==> src/rtl/riscv_asc_cmd_unit_pkg.sv <==
// Shared opcode constants and types for the ASC command unit.
// Latency: n/a (package only).
// Backpressure: n/a (package only).
// Contents: OPC_ASC major opcode, SET_PRI/RST_BLK funct3 patterns,
//           ASC command enum, FSM state enum and the instruction decode helper.
package riscv_asc_cmd_unit_pkg;

  localparam logic [4:0] OPC_ASC    = 5'b11101;
  localparam logic [2:0] F3_SET_PRI = 3'b001;
  localparam logic [2:0] F3_RST_BLK = 3'b010;

  typedef enum logic [1:0] {
    ASC_NONE    = 2'b00,
    ASC_SET_PRI = 2'b01,
    ASC_RST_BLK = 2'b10
  } asc_cmd_e;

  typedef enum logic [1:0] {
    ST_IDLE = 2'd0,
    ST_REQ  = 2'd1,
    ST_DONE = 2'd2
  } asc_state_e;

  typedef struct packed {
    logic     is_asc;  // major opcode matches OPC_ASC
    logic     legal;   // funct3 is one of the supported commands
    asc_cmd_e cmd;     // command to issue when legal
  } asc_dec_t;

  // Only the 7-bit opcode and funct3 matter; funct7 and rd are don't-care.
  function automatic asc_dec_t asc_decode(input logic [6:0] opcode,
                                          input logic [2:0] funct3);
    asc_dec_t d;
    d.is_asc = (opcode[1:0] == 2'b11) && (opcode[6:2] == OPC_ASC);
    d.legal  = 1'b0;
    d.cmd    = ASC_NONE;
    if (d.is_asc) begin
      case (funct3)
        F3_SET_PRI: begin
          d.legal = 1'b1;
          d.cmd   = ASC_SET_PRI;
        end
        F3_RST_BLK: begin
          d.legal = 1'b1;
          d.cmd   = ASC_RST_BLK;
        end
        default: begin
          d.legal = 1'b0;
          d.cmd   = ASC_NONE;
        end
      endcase
    end
    return d;
  endfunction

endpackage

==> src/rtl/riscv_asc_cmd_unit.sv <==
// ASC instruction decoder/issuer: stalls EX and drives a req/ack command to the dcache.
// Latency: accept -> asc_req next cycle; ex_done the cycle after asc_ack (min 2 stall cycles).
// Backpressure: asc_req held with stable fields until asc_ack or TIMEOUT cycles elapse.
// Ports: clk/rstn (sync active-low); ex_instr/ex_valid/ex_flush/ex_rs1/ex_rs2 from EX;
//        ex_stall (combinational), ex_done/ex_illegal/ex_err pulses back to the pipeline;
//        asc_req/asc_cmd/asc_adr/asc_pri to the cache, asc_ack/asc_err from the cache.
import riscv_asc_cmd_unit_pkg::*;

module riscv_asc_cmd_unit #(
  parameter int XLEN      = 32,
  parameter int ILEN      = 32,
  parameter int BLK_BYTES = 32,
  parameter int PRI_BITS  = 3,
  parameter int TIMEOUT   = 64
) (
  input  logic                clk,
  input  logic                rstn,
  input  logic [ILEN-1:0]     ex_instr,
  input  logic                ex_valid,
  input  logic                ex_flush,
  input  logic [XLEN-1:0]     ex_rs1,
  input  logic [XLEN-1:0]     ex_rs2,
  output logic                ex_stall,
  output logic                ex_done,
  output logic                ex_illegal,
  output logic                ex_err,
  output logic                asc_req,
  output logic [1:0]          asc_cmd,
  output logic [XLEN-1:0]     asc_adr,
  output logic [PRI_BITS-1:0] asc_pri,
  input  logic                asc_ack,
  input  logic                asc_err
);

  localparam int                   CNT_W    = $clog2(TIMEOUT);
  localparam logic [CNT_W-1:0]     CNT_LOAD = CNT_W'(TIMEOUT - 1);
  localparam logic [XLEN-1:0]      ADR_MASK = ~(XLEN'(BLK_BYTES) - XLEN'(1));
  localparam logic [PRI_BITS-1:0]  PRI_MAX  = '1;

  asc_state_e          state_q, state_d;
  logic [CNT_W-1:0]    cnt_q, cnt_d;
  logic                flushed_q, flushed_d;
  logic                req_d;
  logic [1:0]          cmd_d;
  logic [XLEN-1:0]     adr_d;
  logic [PRI_BITS-1:0] pri_d;
  logic                done_d, err_d, ill_d;

  asc_dec_t            dec;
  logic                accept;
  logic                flush_seen;
  logic [PRI_BITS-1:0] pri_sat;

  // funct7, rs1/rs2 indices and rd play no part in the decode.
  logic unused_instr_bits;
  assign unused_instr_bits = ^{ex_instr[ILEN-1:15], ex_instr[11:7]};

  always_comb begin
    dec        = asc_decode(ex_instr[6:0], ex_instr[14:12]);
    accept     = (state_q == ST_IDLE) && ex_valid && dec.legal && !ex_flush;
    ex_stall   = accept || (state_q == ST_REQ);
    pri_sat    = (ex_rs2 > XLEN'(PRI_MAX)) ? PRI_MAX : ex_rs2[PRI_BITS-1:0];
    // A flush seen at any point during REQ (including the ack cycle) kills the report.
    flush_seen = flushed_q || ex_flush;

    state_d   = state_q;
    cnt_d     = cnt_q;
    flushed_d = flushed_q;
    req_d     = asc_req;
    cmd_d     = asc_cmd;
    adr_d     = asc_adr;
    pri_d     = asc_pri;
    done_d    = 1'b0;
    err_d     = 1'b0;
    ill_d     = 1'b0;

    case (state_q)
      ST_IDLE: begin
        if (accept) begin
          req_d     = 1'b1;
          cmd_d     = dec.cmd;
          adr_d     = ex_rs1 & ADR_MASK;
          pri_d     = (dec.cmd == ASC_SET_PRI) ? pri_sat : '0;
          cnt_d     = CNT_LOAD;
          flushed_d = 1'b0;
          state_d   = ST_REQ;
        end else if (ex_valid && dec.is_asc && !dec.legal && !ex_flush) begin
          ill_d = 1'b1;
        end
      end

      ST_REQ: begin
        flushed_d = flush_seen;
        if (asc_ack || (cnt_q == '0)) begin
          // Either way the request ends here: drop it and return fields to idle values.
          req_d     = 1'b0;
          cmd_d     = ASC_NONE;
          adr_d     = '0;
          pri_d     = '0;
          flushed_d = 1'b0;
          if (asc_ack) begin
            // ex_err is the registered copy of asc_err, so it lines up with ex_done.
            done_d  = !flush_seen;
            err_d   = !flush_seen && asc_err;
            state_d = flush_seen ? ST_IDLE : ST_DONE;
          end else begin
            err_d   = !flush_seen;
            state_d = ST_IDLE;
          end
        end else begin
          cnt_d = cnt_q - CNT_W'(1);
        end
      end

      ST_DONE: begin
        // Pulses are visible this cycle; no accept here so the retiring
        // instruction is never picked up a second time.
        state_d = ST_IDLE;
      end

      default: begin
        state_d = ST_IDLE;
      end
    endcase
  end

  always_ff @(posedge clk) begin
    if (!rstn) begin
      state_q    <= ST_IDLE;
      cnt_q      <= '0;
      flushed_q  <= 1'b0;
      asc_req    <= 1'b0;
      asc_cmd    <= ASC_NONE;
      asc_adr    <= '0;
      asc_pri    <= '0;
      ex_done    <= 1'b0;
      ex_err     <= 1'b0;
      ex_illegal <= 1'b0;
    end else begin
      state_q    <= state_d;
      cnt_q      <= cnt_d;
      flushed_q  <= flushed_d;
      asc_req    <= req_d;
      asc_cmd    <= cmd_d;
      asc_adr    <= adr_d;
      asc_pri    <= pri_d;
      ex_done    <= done_d;
      ex_err     <= err_d;
      ex_illegal <= ill_d;
    end
  end

endmodule

==> config.mk <==
export PLATFORM = sky130hd
export DESIGN_NAME = riscv_asc_cmd_unit
export DESIGN_NICKNAME = d
export VERILOG_FILES = /design/src/rtl/riscv_asc_cmd_unit_pkg.sv /design/src/rtl/riscv_asc_cmd_unit.sv
export SDC_FILE = /design/constraint.sdc
export NUM_CORES = 1
export LEC_CHECK = 0
export CAP_MARGIN = 20
export CORE_ASPECT_RATIO = 0.75
export CORE_MARGIN = 1
export CORE_UTILIZATION = 35
export CTS_BUF_LIST = sky130_fd_sc_hd__clkbuf_8 sky130_fd_sc_hd__clkbuf_16
export CTS_CLUSTER_SIZE = 8
export DETAILED_ROUTE_END_ITERATION = 7
export HOLD_SLACK_MARGIN = 0.06
export PLACE_DENSITY_LB_ADDON = 0.15
export SETUP_SLACK_MARGIN = 0.5
export SLEW_MARGIN = 20
export SYNTH_ARGS = -nofsm -noshare
export SYNTH_HDL_FRONTEND = slang
export SYNTH_SLANG_ARGS = --single-unit
==> constraint.sdc <==
create_clock -name clk -period 3.2 [get_ports clk]
set_clock_uncertainty 0.05 [all_clocks]
set_input_delay 0.48 -clock clk [delete_from_list [all_inputs] [get_ports clk]]
set_output_delay 0.48 -clock clk [all_outputs]
set_load 0.02 [all_outputs]
==> results_dict.tcl <==
set metrics [dict create \
    status "finished, final reports clean" \
    avgViaCountPerCell 4.97 \
    final-hold-violation-count 0 \
    grt_usage_pct 17.4 \
    end_kind "output port" \
    start_util_pct 36.7 \
    cts_sinks 45 \
    dieArea_sq_um 5490 \
    gr-total-overflow 0 \
    min_path_type "flip-flop to flip-flop" \
    dp_cells 336 \
    io_pins 144 \
    clock-root-buffer "clkbuf_8" \
    r2r_setup_slack_ps 780 \
    p_per_area_nw_per_um2 330 \
    h-tree-depth 2 \
    slew_violations 0 \
    dr_total_vias 1716 \
    start_kind "input pin" \
    rsz0062_at_grt "false" \
    r2r_end "asc_adr[19]" \
    setup_viol 0 \
    yosys.area.top_type "dfxtp_1" \
    grt_pass1_vias 1511 \
    critical_path.cell_chain "clkdlybuf4s50_1 > nor4b_4 > or4b_4 > nand2_1 > clkdlybuf4s15_2" \
    crit_arrival_ps 2100 \
    yosys_warnings 0 \
    clk_latency_ps 290 \
    synth_area_sq_um 1820 \
    rr_worst_depth 7 \
    fmax_ghz 0.381 \
    grt_max_degree 29 \
    clkSlewWorstSetupHoldPaths_ps 80 \
    worstHoldStart "asc_pri[0]" \
    die_y_um 64.4 \
    ir_drop_v 0.000224 \
    crit_path_max_incr_delay_ps 520 \
    whs_ps 416 \
    cts_buffers 5 \
    final_cell_mix "clkdlybuf4s50_1 (110), dfxtp_1 (45), a22o_1 (18), nor2_1 (10), a22o_2 (9)" \
    coreArea_sq_um 4950 \
    synth_edf_count 0 \
    antenna_found_initial 0 \
    cp_max_fo 3 \
    maxCapViolCount 0 \
    gp_congestion 0.828 \
    grt_pass1_wl_mm 7.42 \
    synth_flop_cell "dfxtp_1" \
    diodes 0 \
    cts_buffer_depth 2 \
    drc_errors 0 \
    ctsHoldBuffers 0 \
    synth_cell_type_count 41 \
    place_area_sq_um 2980 \
    numPortBuffers 111 \
    crit_start "ex_flush" \
    yosysTopAreaCellShare_pct 49.6 \
    wl_per_cell_um 14.0 \
    syn_to_final_growth_pct 70.4 \
    slew-limit-headroom_pct 48.1 \
    fin_crit_sh_pct 82.1 \
    fin_setup_tns_ps 0 \
    drt_pass1_iterations 4 \
    worst_pin_slew_ps 776 \
    final_common_cell "clkdlybuf4s50_1" \
    drive_gt1_share_pct 11.6 \
    cts_tree "yes" \
    fp.dieW_um 85.2 \
    fin_crit_ps 2630 \
    synthArstFlopShare_pct 0 \
    ys_ff_latch 45 \
    worstHoldEndpoint "asc_pri[0]" \
    dpl.hpwl_mm 3.74 \
    cp_slowest_cell "or4b_4" \
    crit_type "input pin to output port" \
    wl_mm 4.84 \
    synth.avg_cell_area_sq_um 10.9 \
    whs_path_depth 1 \
    dr.first_iter.drc_count 78 \
    fin_area_sq_um 3100 \
    final_nets 388 \
    final_antenna_net_count 0 \
    ys_seq_area_share_pct 49.6 \
    synthCells 167 \
    fillers 429 \
    synth.area.top_cells "dfxtp_1 (50%), a22o_1 (8.7%), a22o_2 (5.0%)" \
    rows 22 \
    fin_cells 345 \
    rr_startpoint "cnt_q[0]" \
    leakage_nw 1.16 \
    worstPathRequired_ps 2670 \
]
worst max-delay path, delay by kind of cell:
kind	cells	cell delay, ps
AND/OR/NAND/NOR	3	880
buffers and inverters	2	740
area by class of cell:
class,instances,area [sq um],area share (%)
well taps,60,75.1,2.43
repair buffers,117,1160,37.4
clock buffers,5,68.8,2.22
multi-input cells,111,865,27.9
inverters,4,15.0,0.485
clock inverters,3,13.8,0.445
flip-flops and latches,45,901,29.1
Yosys cell counts (2+ instances only):
cell / count
nor4_1: 6
mux2i_1: 2
nor4b_4: 2
nor3_1: 8
a21oi_1: 6
buf_2: 4
nor2_1: 10
xnor2_1: 2
o21ai_0: 3
a22o_2: 9
nand3_1: 2
inv_1: 4
a22o_1: 18
buf_8: 2
dfxtp_1: 45
nand4bb_1: 2
nand2_1: 5
buf_4: 5
o2bb2ai_1: 3
nand4_1: 5
a211oi_1: 3
ha_1: 2
state kept, by name (all words and copies together), names as in the netlist, 2 cells and up:
register and flops:
asc_adr 27, asc_pri 3, asc_cmd 2, state_q 2, cnt_q 6
stage by stage:
stage          util [%]  total power, W  setup WS [ps]
2_1_floorplan         -        0.000603           1180
3_3_place_gp       60.2        0.000701            168
3_5_place_dp       60.2        0.000702            173
4_1_cts            61.8         0.00103            505
5_1_grt            62.5         0.00107            508
6_report           62.5         0.00102            573
report_power, final:
| group | leakage (nW) | internal (W) | switching (W) |
|---|---|---|---|
| logic | 0.744 | 0.0000917 | 0.0000402 |
| registers | 0.362 | 0.000559 | 0.000000141 |
| clock network | 0.0491 | 0.000148 | 0.000181 |
worst max path at each step:
stage | to | slack (ps) | cells past startpoint
6_report | ex_stall | 570 | 5
5_1_grt | ex_stall | 510 | 5
4_1_cts | ex_stall | 510 | 5
3_5_place_dp | ex_stall | 170 | 5
3_3_place_gp | ex_stall | 170 | 5
2_1_floorplan | ex_stall | 1180 | 3
kinds of logic (layout without fill, tap and decap cells):
| kind of cell | count (synthesis) | after routing | synth area share (%) |
|---|---|---|---|
| AND/OR/NAND/NOR | 52 | 52 | 19.6 |
| AO/OA/AOI/OAI | 48 | 48 | 21.6 |
| flip-flops | 45 | 45 | 49.6 |
| buffers and inverters | 15 | 129 | 5.65 |
| adder cells (fa/ha/maj) | 2 | 2 | 1.38 |
| XOR/XNOR | 2 | 2 | 0.964 |
| multiplexers | 2 | 2 | 1.10 |
| other | 1 | 5 | 0.206 |
per-layer routing:
layer	track usage, %	vias to the layer above	share of wire, %	routed length [um]
met5	0	-	0	0
met4	3.81	0	0.29	14
met3	6.98	2	11	549
met2	26.2	89	43	2080
met1	23.2	763	45	2200
li1	-	862	-	-
what timing repair did:
item | 4_1_cts | 5_1_grt
cloned | 0 | 0
setup buffers | 0 | 1
gates resized for setup | 3 | 2
pin swaps | 0 | 0
hold endpoints to repair | 0 | 0
endpoints found under the setup margin | 1 | 1
Note: power is estimated with default switching activity, not from simulation.
==> patch 1, RTL diff (same settings) <==
Register the output `ex_err` once more, cleared by the reset; this adds one clock of latency there. The other outputs are not delayed to match. Comments in the files are not updated.
--- a/src/rtl/riscv_asc_cmd_unit.sv
+++ b/src/rtl/riscv_asc_cmd_unit.sv
@@ -38,2 +38,4 @@
   localparam logic [PRI_BITS-1:0]  PRI_MAX  = '1;
+
+  logic ex_err_s0;
 
@@ -136,3 +138,3 @@
       ex_done    <= 1'b0;
-      ex_err     <= 1'b0;
+      ex_err_s0  <= 1'b0;
       ex_illegal <= 1'b0;
@@ -147,4 +149,12 @@
       ex_done    <= done_d;
-      ex_err     <= err_d;
+      ex_err_s0  <= err_d;
       ex_illegal <= ill_d;
+    end
+  end
+
+  always_ff @(posedge clk) begin
+    if (!rstn) begin
+      ex_err <= '0;
+    end else begin
+      ex_err <= ex_err_s0;
     end
Check against the original RTL: not equivalent (Yosys sat finds a counterexample within 4 cycles, from zero or initial values and one cycle with rstn low).
==> patch 1 against the unedited design <==
  * The flow now finishes with violations (DRC)
  * Sequential share of layout area grew 1.1 points
  * Critical path depth is the same
  * Area after synthesis shrank 1.2%
  * Synthesized cell count grew 1.2%
  * Sequential cell count grew 1
  * Total power grew 3.9%
  * Wire length shrank 6.3%
  * Cell area shrank 1.4%
  * Setup slack gained 58 ps
==> patch 1: results (changes against the unedited design) <==
.. list-table::
   :header-rows: 1

   * - Metric
     - Value
   * - Final instance area
     - 0.003052 mm2 (was 0.003095 mm2)
   * - HPWL after DPL
     - 3.441 mm (was 3.738 mm)
   * - Drt first-iter violations
     - 96 (was 78)
   * - Total global routing track utilization
     - 0.1715 (was 0.1737)
   * - Synth cell types
     - 38 (was 41)
   * - Clock input transition at the sequential cells of the worst setup and hold paths
     - 80 ps (about the same)
   * - Post-DR wirelength/cell
     - 13.15 um (was 14.04 um)
   * - Depth of the worst register-to-register path
     - 5 (was 7)
   * - Layout cells sized above 1
     - 0.07368 (was 0.1158)
   * - Residual DRC
     - 11 (was 0)
   * - Top area cells in the synthesized netlist
     - dfxtp_1 51%, a22o_1 13%, nor4_1 3.1% (was dfxtp_1 50%, a22o_1 8.7%, a22o_2 5.0%)
   * - Hold EP
     - ex_err (was asc_pri[0])
   * - Outcome
     - finished, violations left (was completed)
   * - Share of the cycle needed by the critical path after routing
     - 0.8026 (was 0.8208)
   * - Crit path launch
     - ex_instr[3] (was ex_flush)
   * - Static Leakage
     - 0.001128 uW (was 0.001156 uW)
   * - Reg-to-reg setup timing slack
     - 900 ps (was 780 ps)
   * - Final Net Count
     - 388 (unchanged)
   * - Transition time at the pin with the least slew margin
     - 629.3 ps (was 776.1 ps)
   * - Insertion delay of the later-clocked pin in the worst-skew pair
     - 290 ps (about the same)
   * - Via total after detailed routing
     - 1706 (was 1716)
   * - Post-place setup slack
     - -21.38 ps (was 172.9 ps)
   * - Worst Hold Class
     - register to register (unchanged)
   * - Seq/Total Area, Yosys
     - 0.5132 (was 0.4959)
   * - Leading cell types by count after synthesis
     - 46 x dfxtp_1, 27 x a22o_1, 9 x nor2_1, 9 x nor4_1 (was 45 x dfxtp_1, 18 x a22o_1, 10 x nor2_1, 9 x a22o_2, 8 x nor3_1)
   * - Number of detailed-routing iterations run before antenna repair
     - 7 (was 4)
   * - Number of warnings reported in the yosys synthesis log
     - 0 (unchanged)
   * - Wire length of the first global-routing pass
     - 7.445 mm (was 7.417 mm)
   * - Crit path max-delay cell type
     - or4bb_1 (was or4b_4)
   * - Number of antenna violations at the first check in global routing
     - 0 (unchanged)
   * - Maximum number of pins on one net before global-route repair
     - 32 (was 29)
   * - Worst slack on hold paths
     - 398.0 ps (was 416.2 ps)
   * - Final Wtd Congestion
     - 0.7946 (was 0.8278)
   * - Worst voltage drop across the vdd grid
     - 0.2244 mV (was 0.2240 mV)
   * - Failing checks
     - DRC
   * - Cell count of the worst hold path
     - 1 (unchanged)
   * - Worst-path maximum fanout
     - 2 (was 3)
   * - Beginning of the worst register-to-register path
     - state_q[1] (was cnt_q[0])
   * - Arrival time at the worst endpoint
     - 2040 ps (was 2100 ps)
   * - Hold Crit Start
     - ex_err_s0 (was asc_pri[0])
   * - Cts bufs inserted
     - 5 (unchanged)
   * - Vias in the first global route
     - 1639 (was 1511)
   * - Instance area at placement
     - 0.002950 mm2 (was 0.002980 mm2)
-- patch 1: cell types whose count changed after synthesis, moves of 3 or more --
cell	unedited run	this run
buf_2	4	1
a22o_1	18	27
nor4_1	6	9
buf_6	0	3
a22o_2	9	0
-- patch 1: area by class of cell --
| cell class | instances | area (um2) |
|---|---|---|
| clock buffers | 6 | 82.58 |
| multi-input cells | 111 | 784.5 |
| repair buffers | 116 | 1161 |
| inverters | 4 | 15.01 |
| fillers | 444 | 1848 |
| well taps | 60 | 75.07 |
| flip-flops and latches | 46 | 920.9 |
| clock inverters | 2 | 12.51 |
-- patch 1: power breakdown --
group / leakage (uW) / switching, uW / total [uW] / internal (uW)
Clock: 0.0000472 / 194 / 368 / 174
Sequential: 0.000370 / 0.139 / 572 / 572
Combinational: 0.000710 / 35.2 / 121 / 85.4
Total: 0.00113 / 230 / 1060 / 831
-- patch 1: stage by stage --
step	std cells	setup TNS (ps)
2_1_floorplan	173	0
3_3_place_gp	337	-13.36
3_5_place_dp	337	-21.38
4_1_cts	345	0
5_1_grt	345	0
6_report	345	0
-- patch 1: cell families (layout without fill, tap and decap cells) --
logic type,after synthesis,in the layout,synth area share
muxes,2,2,0.01116
xor gates and xnor gates,2,2,0.009765
adders and majority gates,2,2,0.01394
AOI/OAI and AO/OA,49,49,0.2176
buffers and inverters,16,128,0.06136
other,1,5,0.002090
and+or+nand+nor,51,51,0.1708
DFF,46,46,0.5132
-- patch 1: layer usage --
metal	vias to the layer above	wire length (um)	GRT usage
met1	771	2177	0.2155
li1	857	-	-
met4	0	43	0.05085
met5	-	0	0
met2	73	1799	0.2713
met3	5	518	0.06977
-- patch 1: timing repair --
action,CTS,global route
pin swaps,3,2
setup endpoints to repair,1,1
gates resized for setup,11,1
==> patch 2, RTL diff (same settings) <==
Without the edit above. The parameter `PRI_BITS` goes from 3 to 5.
--- a/src/rtl/riscv_asc_cmd_unit.sv
+++ b/src/rtl/riscv_asc_cmd_unit.sv
@@ -12,3 +12,3 @@
   parameter int BLK_BYTES = 32,
-  parameter int PRI_BITS  = 3,
+  parameter int PRI_BITS  = 5,
   parameter int TIMEOUT   = 64
Ports: changed (resized asc_pri); port bits go from 144 to 146. No check against the original RTL was run, so the function may have changed too.
==> patch 2 against the unedited design <==
  * Area after synthesis increased by 13%
  * Critical path depth unchanged
  * Setup slack got worse by 34 ps
  * Final cell count increased by 10%
  * First-iteration DRC count decreased by 63%
  * Non-clock buffer count increased by 4
  * Total power increased by 7.2%
  * Wire length increased by 11%
  * Sequential cell count increased by 2
  * Cell area increased by 5.8%
==> patch 2: results (changes against the unedited design) <==
.. list-table::
   :header-rows: 1

   * - Metric
     - Value
   * - Top area cells in the synthesized netlist
     - dfxtp_1 46%, a32o_2 15%, nor4_1 4.3% (was dfxtp_1 50%, a22o_1 8.7%, a22o_2 5.0%)
   * - Drt first-iter violations
     - 29 (was 78)
   * - Number of diodes added for antenna fixing
     - 0 (unchanged)
   * - Switching fraction of total power
     - 0.2078 (was 0.2169)
   * - Crit path largest cell delay
     - 460 ps (was 520 ps)
   * - Synth cell types
     - 43 (was 41)
   * - Number of H-tree levels
     - 2 (unchanged)
   * - Number of nets with antenna violations after routing
     - 0 (unchanged)
   * - Final Net Count
     - 409 (was 388)
   * - Leading cell types by count after synthesis
     - 47 x dfxtp_1, 27 x a32o_2, 14 x nor4_1, 12 x nand2_1 (was 45 x dfxtp_1, 18 x a22o_1, 10 x nor2_1, 9 x a22o_2, 8 x nor3_1)
   * - Final hold violations
     - 0 (unchanged)
   * - Slew margin rel.
     - 0.6302 (was 0.4809)
   * - Cts bufs inserted
     - 5 (unchanged)
   * - Worst voltage drop across the vdd grid
     - 0.2129 mV (was 0.2240 mV)
   * - Total global routing track utilization
     - 0.1802 (was 0.1737)
   * - Registers with the most flip-flops
     - asc_adr (27), cnt_q (6), asc_pri (5) (was asc_adr (27), cnt_q (6), asc_pri (3))
   * - Vias in the first global route
     - 1840 (was 1511)
   * - Number of warnings reported in the yosys synthesis log
     - 0 (unchanged)
   * - Outcome
     - completed (unchanged)
   * - Seq/Total Area, Yosys
     - 0.4594 (was 0.4959)
   * - Clk Tree Root Cell
     - clkbuf_8 (unchanged)
   * - Post-DR wirelength/cell
     - 14.10 um (was 14.04 um)
   * - Static Leakage
     - 0.001334 uW (was 0.001156 uW)
   * - Final Wtd Congestion
     - 0.7676 (was 0.8278)
   * - Maximum number of pins on one net before global-route repair
     - 38 (was 29)
   * - Wire length of the first global-routing pass
     - 8.818 mm (was 7.417 mm)
   * - Insertion delay of the later-clocked pin in the worst-skew pair
     - 290 ps (about the same)
   * - Worst-path maximum fanout
     - 3 (unchanged)
   * - Post-synth ARST share
     - 0 (unchanged)
   * - Clock input transition at the sequential cells of the worst setup and hold paths
     - 80 ps (about the same)
   * - HPWL after DPL
     - 4.045 mm (was 3.738 mm)
   * - Number of antenna violations at the first check in global routing
     - 0 (unchanged)
   * - Post-place setup slack
     - 94.66 ps (was 172.9 ps)
   * - Number of vias per cell after detailed routing
     - 4.921 (was 4.974)
   * - Crit path max-delay cell type
     - clkdlybuf4s50_1 (was or4b_4)
   * - Worst Hold Class
     - register to register (unchanged)
   * - Port Buffer Count
     - 113 (was 111)
   * - Count of final max-slew check failures
     - 0 (unchanged)
   * - Filler Cell Count
     - 473 (was 429)
   * - Primary flip-flop cell chosen by synthesis mapping
     - dfxtp_1 (unchanged)
   * - Clock Path Buffers
     - 2 (unchanged)
   * - Arrival time at the worst endpoint
     - 2130 ps (was 2100 ps)
   * - Postcts setup bufs
     - 0 (unchanged)
   * - Number of detailed-routing iterations run before antenna repair
     - 4 (unchanged)
   * - Layout cells sized above 1
     - 0.1634 (was 0.1158)
[patch 2: cell types whose count changed in the layout (fill, tap and decap cells not counted), moves of 3 or more]
cell       change
a32o_2        +27
a22o_1        -18
a22o_2         -9
nor4_1         +8
nand2_1        +7
or4_1          +6
nand4_1        -5
nor3_1         -5
nor2_1         -4
o22ai_1        +4
a21o_1         +3
o2bb2ai_1      -3
[patch 2: power by group through the flow]
stage                     Combinational, uW  Clock, uW  Sequential [uW]
final                                   125        385              585
after global routing                    134        425              585
after CTS                               125        397              585
after detailed placement                125          0              598
after global placement                  123          0              598
after floorplan                        31.7          0              599
[patch 2: path summary, 6_finish.rpt]
| check | cells past startpoint | to | startpoint | slack (ps) |
|---|---|---|---|---|
| worst max-delay path | 5 | ex_stall | ex_instr[1] | 540 |
| worst min-delay path | 2 | asc_pri[3] | asc_pri[3] | 420 |
| worst max register to register | 6 | asc_adr[5] | state_q[0] | 880 |
| worst min register to register | 2 | asc_pri[3] | asc_pri[3] | 420 |
[patch 2: cells by family after synthesis]
| logic type | Yosys count | share of synthesized area |
|---|---|---|
| and+or+nand+nor | 59 | 0.1759 |
| AOI/OAI and AO/OA | 56 | 0.2425 |
| DFF | 47 | 0.4594 |
| buffers and inverters | 21 | 0.09102 |
| adders and majority gates | 2 | 0.01222 |
| xor gates and xnor gates | 2 | 0.01222 |
| other | 1 | 0.001831 |
| muxes | 1 | 0.004887 |
[patch 2: worst max-delay path: cells and delay by family]
kind                   cells  cell delay, ps
buffers and inverters      2             640
and+or+nand+nor            3            1010
[patch 2: area by class of cell]
type / instances / share of cell area
timing repair buffer: 121 / 0.3621
tap: 75 / 0.02865
sequential: 47 / 0.2872
clock inverter: 1 / 0.001146
clock buffer: 7 / 0.02941
inverter: 5 / 0.005730
multi-input combinational: 125 / 0.2857
[patch 2: layer usage]
metal  vias up  part of all wire  global-route usage
li1        967                 -                   -
met1       859              0.46              0.2300
met2        44              0.47              0.2977
met3         5             0.064             0.06111
met4         0            0.0063             0.04234
met5         -                 0                   0
[patch 2: repair_timing]
action / in CTS / in global routing
hold buffers: 0 / 0
setup endpoints to repair: 1 / 0
gates resized for setup: 4 / 0
[patch 2: metrics by stage]
step	cell area, um2	std cells	utilization	total power [uW]	hold WS, ps
6_report	3276	381	0.5959	1094	418.9
5_1_grt	3276	381	0.5959	1144	437.2
4_1_cts	3276	381	0.5959	1107	418.6
3_5_place_dp	3181	373	0.5786	723.6	406.5
3_3_place_gp	3181	373	0.5786	721.6	403.6
2_1_floorplan	2063	193	-	630.3	394.1
